===== src/rtl/lf_spi_cmd_rx.sv =====
// lf_spi_cmd_rx: pck0-domain SPI command receiver that decodes 16-bit frames into LF config registers.
// Define LF_SPI_CMD_READBACK_EN to shift the last accepted command word back out on miso.
module lf_spi_cmd_rx #(
    parameter int          CMD_BITS    = 16,
    parameter logic [11:0] RST_CONF    = 12'h1C0,
    parameter logic [7:0]  RST_DIVISOR = 8'd95
) (
    input  logic        pck0,
    input  logic        nrst,
    input  logic        spck,
    input  logic        mosi,
    input  logic        ncs,
    output logic        miso,
    output logic [11:0] conf_word,
    output logic [7:0]  divisor,
    output logic [7:0]  lf_ed_threshold,
    output logic        cmd_strobe,
    output logic        frame_err,
    output logic [7:0]  err_cnt
);

    localparam logic [3:0] OP_SET_CONFREG     = 4'd1;
    localparam logic [3:0] OP_SET_DIVISOR     = 4'd2;
    localparam logic [3:0] OP_SET_ED_THRESH   = 4'd3;
    localparam logic [2:0] MODE_LF_EDGE_DET   = 3'd1;
    localparam logic [7:0] RST_THRESHOLD      = 8'd127;
    localparam logic [4:0] FULL_CNT           = 5'(CMD_BITS);
    localparam logic [4:0] SAT_CNT            = 5'(CMD_BITS + 1);

    logic spck_meta, spck_s, spck_d;
    logic mosi_meta, mosi_s;
    logic ncs_meta,  ncs_s,  ncs_d;

    logic [CMD_BITS-1:0] shift_reg;
    logic [4:0]          bit_cnt;

    logic       spck_rise, ncs_rise, ncs_fall;
    logic [3:0] opcode;
    logic [11:0] payload;
    logic       frame_ok, cmd_hit;

    // NOTE: the ncs chain resets to its idle (high) level so leaving reset never fakes a frame end.
    // If ncs is already low at release, the resulting "fall" only re-clears an already-empty frame.
    always_ff @(posedge pck0 or negedge nrst) begin
        if (!nrst) begin
            spck_meta <= 1'b0;
            spck_s    <= 1'b0;
            spck_d    <= 1'b0;
            mosi_meta <= 1'b0;
            mosi_s    <= 1'b0;
            ncs_meta  <= 1'b1;
            ncs_s     <= 1'b1;
            ncs_d     <= 1'b1;
        end else begin
            spck_meta <= spck;
            spck_s    <= spck_meta;
            spck_d    <= spck_s;
            mosi_meta <= mosi;
            mosi_s    <= mosi_meta;
            ncs_meta  <= ncs;
            ncs_s     <= ncs_meta;
            ncs_d     <= ncs_s;
        end
    end

    assign spck_rise = spck_s & ~spck_d;
    assign ncs_rise  = ncs_s & ~ncs_d;
    assign ncs_fall  = ~ncs_s & ncs_d;

    assign opcode   = shift_reg[CMD_BITS-1 -: 4];
    assign payload  = shift_reg[11:0];
    assign frame_ok = (bit_cnt == FULL_CNT);
    assign cmd_hit  = frame_ok && ((opcode == OP_SET_CONFREG) ||
                                   (opcode == OP_SET_DIVISOR) ||
                                   (opcode == OP_SET_ED_THRESH));

    // A bit arriving together with the ncs rise sees ncs_s high and is dropped.
    always_ff @(posedge pck0 or negedge nrst) begin
        if (!nrst) begin
            shift_reg <= '0;
            bit_cnt   <= '0;
        end else if (ncs_fall) begin
            shift_reg <= '0;
            bit_cnt   <= '0;
        end else if (spck_rise && !ncs_s) begin
            shift_reg <= {shift_reg[CMD_BITS-2:0], mosi_s};
            if (bit_cnt != SAT_CNT) begin
                bit_cnt <= bit_cnt + 5'd1;
            end
        end
    end

    always_ff @(posedge pck0 or negedge nrst) begin
        if (!nrst) begin
            conf_word       <= RST_CONF;
            divisor         <= RST_DIVISOR;
            lf_ed_threshold <= RST_THRESHOLD;
            cmd_strobe      <= 1'b0;
            frame_err       <= 1'b0;
            err_cnt         <= 8'd0;
        end else begin
            cmd_strobe <= 1'b0;
            frame_err  <= 1'b0;
            if (ncs_rise) begin
                if (frame_ok) begin
                    cmd_strobe <= cmd_hit;
                    case (opcode)
                        OP_SET_CONFREG: begin
                            conf_word <= payload;
                            // Entering LF edge-detect mode restores the default threshold.
                            if (payload[8:6] == MODE_LF_EDGE_DET) begin
                                lf_ed_threshold <= RST_THRESHOLD;
                            end
                        end
                        OP_SET_DIVISOR:   divisor         <= payload[7:0];
                        OP_SET_ED_THRESH: lf_ed_threshold <= payload[7:0];
                        default: ;
                    endcase
                end else begin
                    frame_err <= 1'b1;
                    if (err_cnt != 8'hFF) begin
                        err_cnt <= err_cnt + 8'd1;
                    end
                end
            end
        end
    end

`ifdef LF_SPI_CMD_READBACK_EN
    logic                spck_fall;
    logic [CMD_BITS-1:0] last_word;
    logic [CMD_BITS-1:0] rb_shift;

    assign spck_fall = ~spck_s & spck_d;

    // The word is captured on accept and only reaches the shifter at the next frame start.
    always_ff @(posedge pck0 or negedge nrst) begin
        if (!nrst) begin
            last_word <= '0;
            rb_shift  <= '0;
        end else begin
            if (ncs_rise && cmd_hit) begin
                last_word <= shift_reg;
            end
            if (ncs_fall) begin
                rb_shift <= last_word;
            end else if (spck_fall && !ncs_s) begin
                rb_shift <= {rb_shift[CMD_BITS-2:0], 1'b0};
            end
        end
    end

    assign miso = ~ncs_s & rb_shift[CMD_BITS-1];
`else
    assign miso = 1'b0;
`endif

endmodule


===== config.mk =====
export PLATFORM = sky130hd
export DESIGN_NAME = lf_spi_cmd_rx
export DESIGN_NICKNAME = d
export VERILOG_FILES = /design/src/rtl/lf_spi_cmd_rx.sv
export SDC_FILE = /design/constraint.sdc
export NUM_CORES = 1
export LEC_CHECK = 0
export CORE_MARGIN = 2
export CORE_UTILIZATION = 30
export CTS_CLUSTER_DIAMETER = 40
export DETAILED_ROUTE_END_ITERATION = 7
export GPL_ROUTABILITY_DRIVEN = 1
export PLACE_DENSITY = 0.47
export REMOVE_ABC_BUFFERS = 1
export SYNTH_ARGS = -nofsm -noshare
export SYNTH_HDL_FRONTEND = slang
export SYNTH_SLANG_ARGS = --single-unit

===== constraint.sdc =====
create_clock -name pck0 -period 2.4 [get_ports pck0]
set_input_delay 0.48 -clock pck0 [delete_from_list [all_inputs] [get_ports pck0]]
set_output_delay 0.48 -clock pck0 [all_outputs]
set_load 0.02 [all_outputs]

==> flow_summary.ini <==
[critical_path]
crit_path_max_incr_delay_ns = 0.60
cp.arrival_ns = 1.48
crit_type = flop to output port
crit_path_end = divisor[4]
worst-path-stages = 1
crit_start = divisor[4]$_DFFE_PN1P_
rrSetupSlack_ns = 0.51
crit_path_cell_trace = clkdlybuf4s50_1
cp.required_ns = 1.92
crit_path_end_kind = output port
crit_family = buffers and inverters
worstReg2RegEnd = conf_word[10]$_DFFE_PN0P_
rr_worst_depth = 6
crit_path_start_kind = flop
crit_path_max_fanout = 2
worst-path-buf-inv = 1
cp_slowest_cell = clkdlybuf4s50_1
reg2reg_from = bit_cnt[0]$_DFFE_PN0P_

[sta]
finalHoldViolCount = 0
skew_ns = 0.0103
worst_pin_slew_ns = 1.08
setup_slack_ns = 0.440
clock.fmax_ghz = 0.510
post-route-min-period_ns = 1.96
grt_setup_unrepaired = false
max-slew-margin-rel_pct = 27.6
period_share_pct = 81.6
final.setup.tns_ns = 0
slew_violations = 0
setup_viol = 0

[finish]
post-route-util_pct = 39.6
finalInstanceArea_um2 = 3640
largest_register_ffs = 16
num-fill-cells = 911
diodes = 0
nets = 294
syn2layout_area_growth_pct = 28.6
final_layout_size_suffix_gt1_share_pct = 24.5

[synth]
syn-cell-area_um2 = 2830
yosysUniqueCellTypes = 42
yosysTopAreaCell = dfrtp_1
synthFlopType = dfrtp_1
synth_enable_flop_cells = 0
synth_seq_cells = 67
synth_area_leaders = dfrtp_1 (42%), dfstp_2 (18%), nand2_1 (5.8%), mux2_4 (5.3%), mux2_2 (4.8%)
synth_area_per_cell_um2 = 12.1
ys_warn_count = 0
async_flop_share_pct = 100
synth.top_cell.area_share_pct = 42.4
synth_cells = 234
ys_seq_area_share_pct = 60.1

[drt]
drc_errors = 0
wl_per_cell_um = 13.8
postRouteAntennaNets = 0
viasPerCell = 4.53
routed_wl_um = 5550
drt_iter0_drc = 71
drt_first_pass_iters = 4
vias = 1817

[power]
peakVddDrop_v = 0.000535
p_leak_nw = 1.60
finalPower_mw = 2.76
power_density_nw_per_um2 = 758

[floorplan]
start_util_pct = 30.8
die_area_um2 = 10200
die_x_um = 101
num_rows = 35
die_h_um = 101
core_um2 = 9200
ios = 44

[clocking]
numCtsBuffers = 9
clockBufferDepth = 2
tritoncts = built
holdBufCountCts = 1
cts_sinks = 67
htreeDepth = 3
cts-resized-gates = 0
clockRootBuffer = clkbuf_8
postCtsSetupBuffers = 0
insertion_delay_ns = 0.34
clkSlewWorstSetupHoldPaths_ns = 0.07

[placed_design]
io_buffers = 42
dp_hpwl_um = 3670
dp_slack_ns = 0.498
gp_congestion = 0.726
placed_cell_area_um2 = 3390

[global_route]
track_usage_pct = 12.0
grt_pass1_vias = 1778
grt_pass1_wl_um = 9270
grt_antenna_before_repair = 0
grt_max_degree = 37
grt_overflow = 0

[run_status]
status = complete, no violations

[min_path]
hold_class = flop to flop

[job]
cap_violations = 0
## placed cells by master, fill, tap and decap left out, drive strengths merged, types with 2 or more instances in the layout
cell type / count
nand3b: 4
mux2: 22
xnor2: 5
nor3b: 2
dfrtp: 48
nor2: 9
bufinv: 3
dfstp: 19
xor2: 2
ha: 4
inv: 5
mux2i: 2
clkinv: 2
a31oi: 2
clkbuf: 11
nand3: 2
nand4: 4
buf: 7
o21ai: 10
a21oi: 17
clkdlybuf4s50: 41
nor2b: 9
nand2: 44
## routing by layer
layer / global-route usage, % / share of wire (%) / wire, µm / vias up
met4: 3.74 / 0.77 / 43 / 0
li1: - / - / - / 897
met3: 5.24 / 5.0 / 279 / 6
met2: 17.6 / 46 / 2540 / 42
met1: 16.0 / 48 / 2690 / 872
met5: 0 / 0 / 0 / -
## where the power goes
group	switching (mW)	internal, mW
registers	0.0754	1.20
clock network	0.424	0.716
logic	0.182	0.166
## synthesized netlist by cell type, types with 2 or more instances
master / instances
a21oi_1: 17
a31oi_1: 2
buf_6: 2
clkbuf_1: 6
dfrtp_1: 48
dfstp_2: 19
ha_1: 4
inv_1: 5
mux2_2: 12
mux2_4: 10
mux2i_1: 2
nand2_1: 44
nand3_1: 2
nand3b_1: 2
nand4_1: 4
nor2_1: 8
nor2b_1: 9
o21ai_0: 9
xnor2_1: 5
xor2_1: 2
## how the worst min path moves through the flow
stage                                    from                       end  slack, ns  cells past startpoint
after floorplan                          nrst    bit_cnt[0]$_DFFE_PN0P_       0.18                      0
after global placement                   nrst  conf_word[2]$_DFFE_PN0P_       0.29                      1
after detailed placement                 nrst  conf_word[2]$_DFFE_PN0P_       0.29                      1
after CTS                 spck_meta$_DFF_PN0_          spck_s$_DFF_PN0_       0.35                      0
after global routing      spck_meta$_DFF_PN0_          spck_s$_DFF_PN0_       0.35                      0
final                     spck_meta$_DFF_PN0_          spck_s$_DFF_PN0_       0.35                      0
## logic make-up after synthesis
group,synth area share (%)
buffers and inverters,2.52
AO/OA/AOI/OAI,6.58
flip-flops,60.1
adder cells (fa/ha/maj),1.77
other,0.132
multiplexers,10.8
AND/OR/NAND/NOR,16.0
XOR/XNOR,2.17
## metrics by stage
step / hold WS [ns] / std cells
final: 0.350 / 401
after global routing: 0.355 / 401
after CTS: 0.351 / 401
after detailed placement: 0.289 / 384
after global placement: 0.291 / 384
after floorplan: 0.184 / 225
## area by class of cell
class / count / area (µm²) / share of cell area (%)
flip-flops and latches: 67 / 1700 / 46.7
multi-input cells: 153 / 1060 / 29.1
repair buffers: 49 / 483 / 13.3
clock buffers: 11 / 141 / 3.88
well taps: 111 / 139 / 3.81
clock inverters: 5 / 100 / 2.75
inverters: 5 / 18.8 / 0.515
No activity file was read; power rests on OpenSTA's default activity.
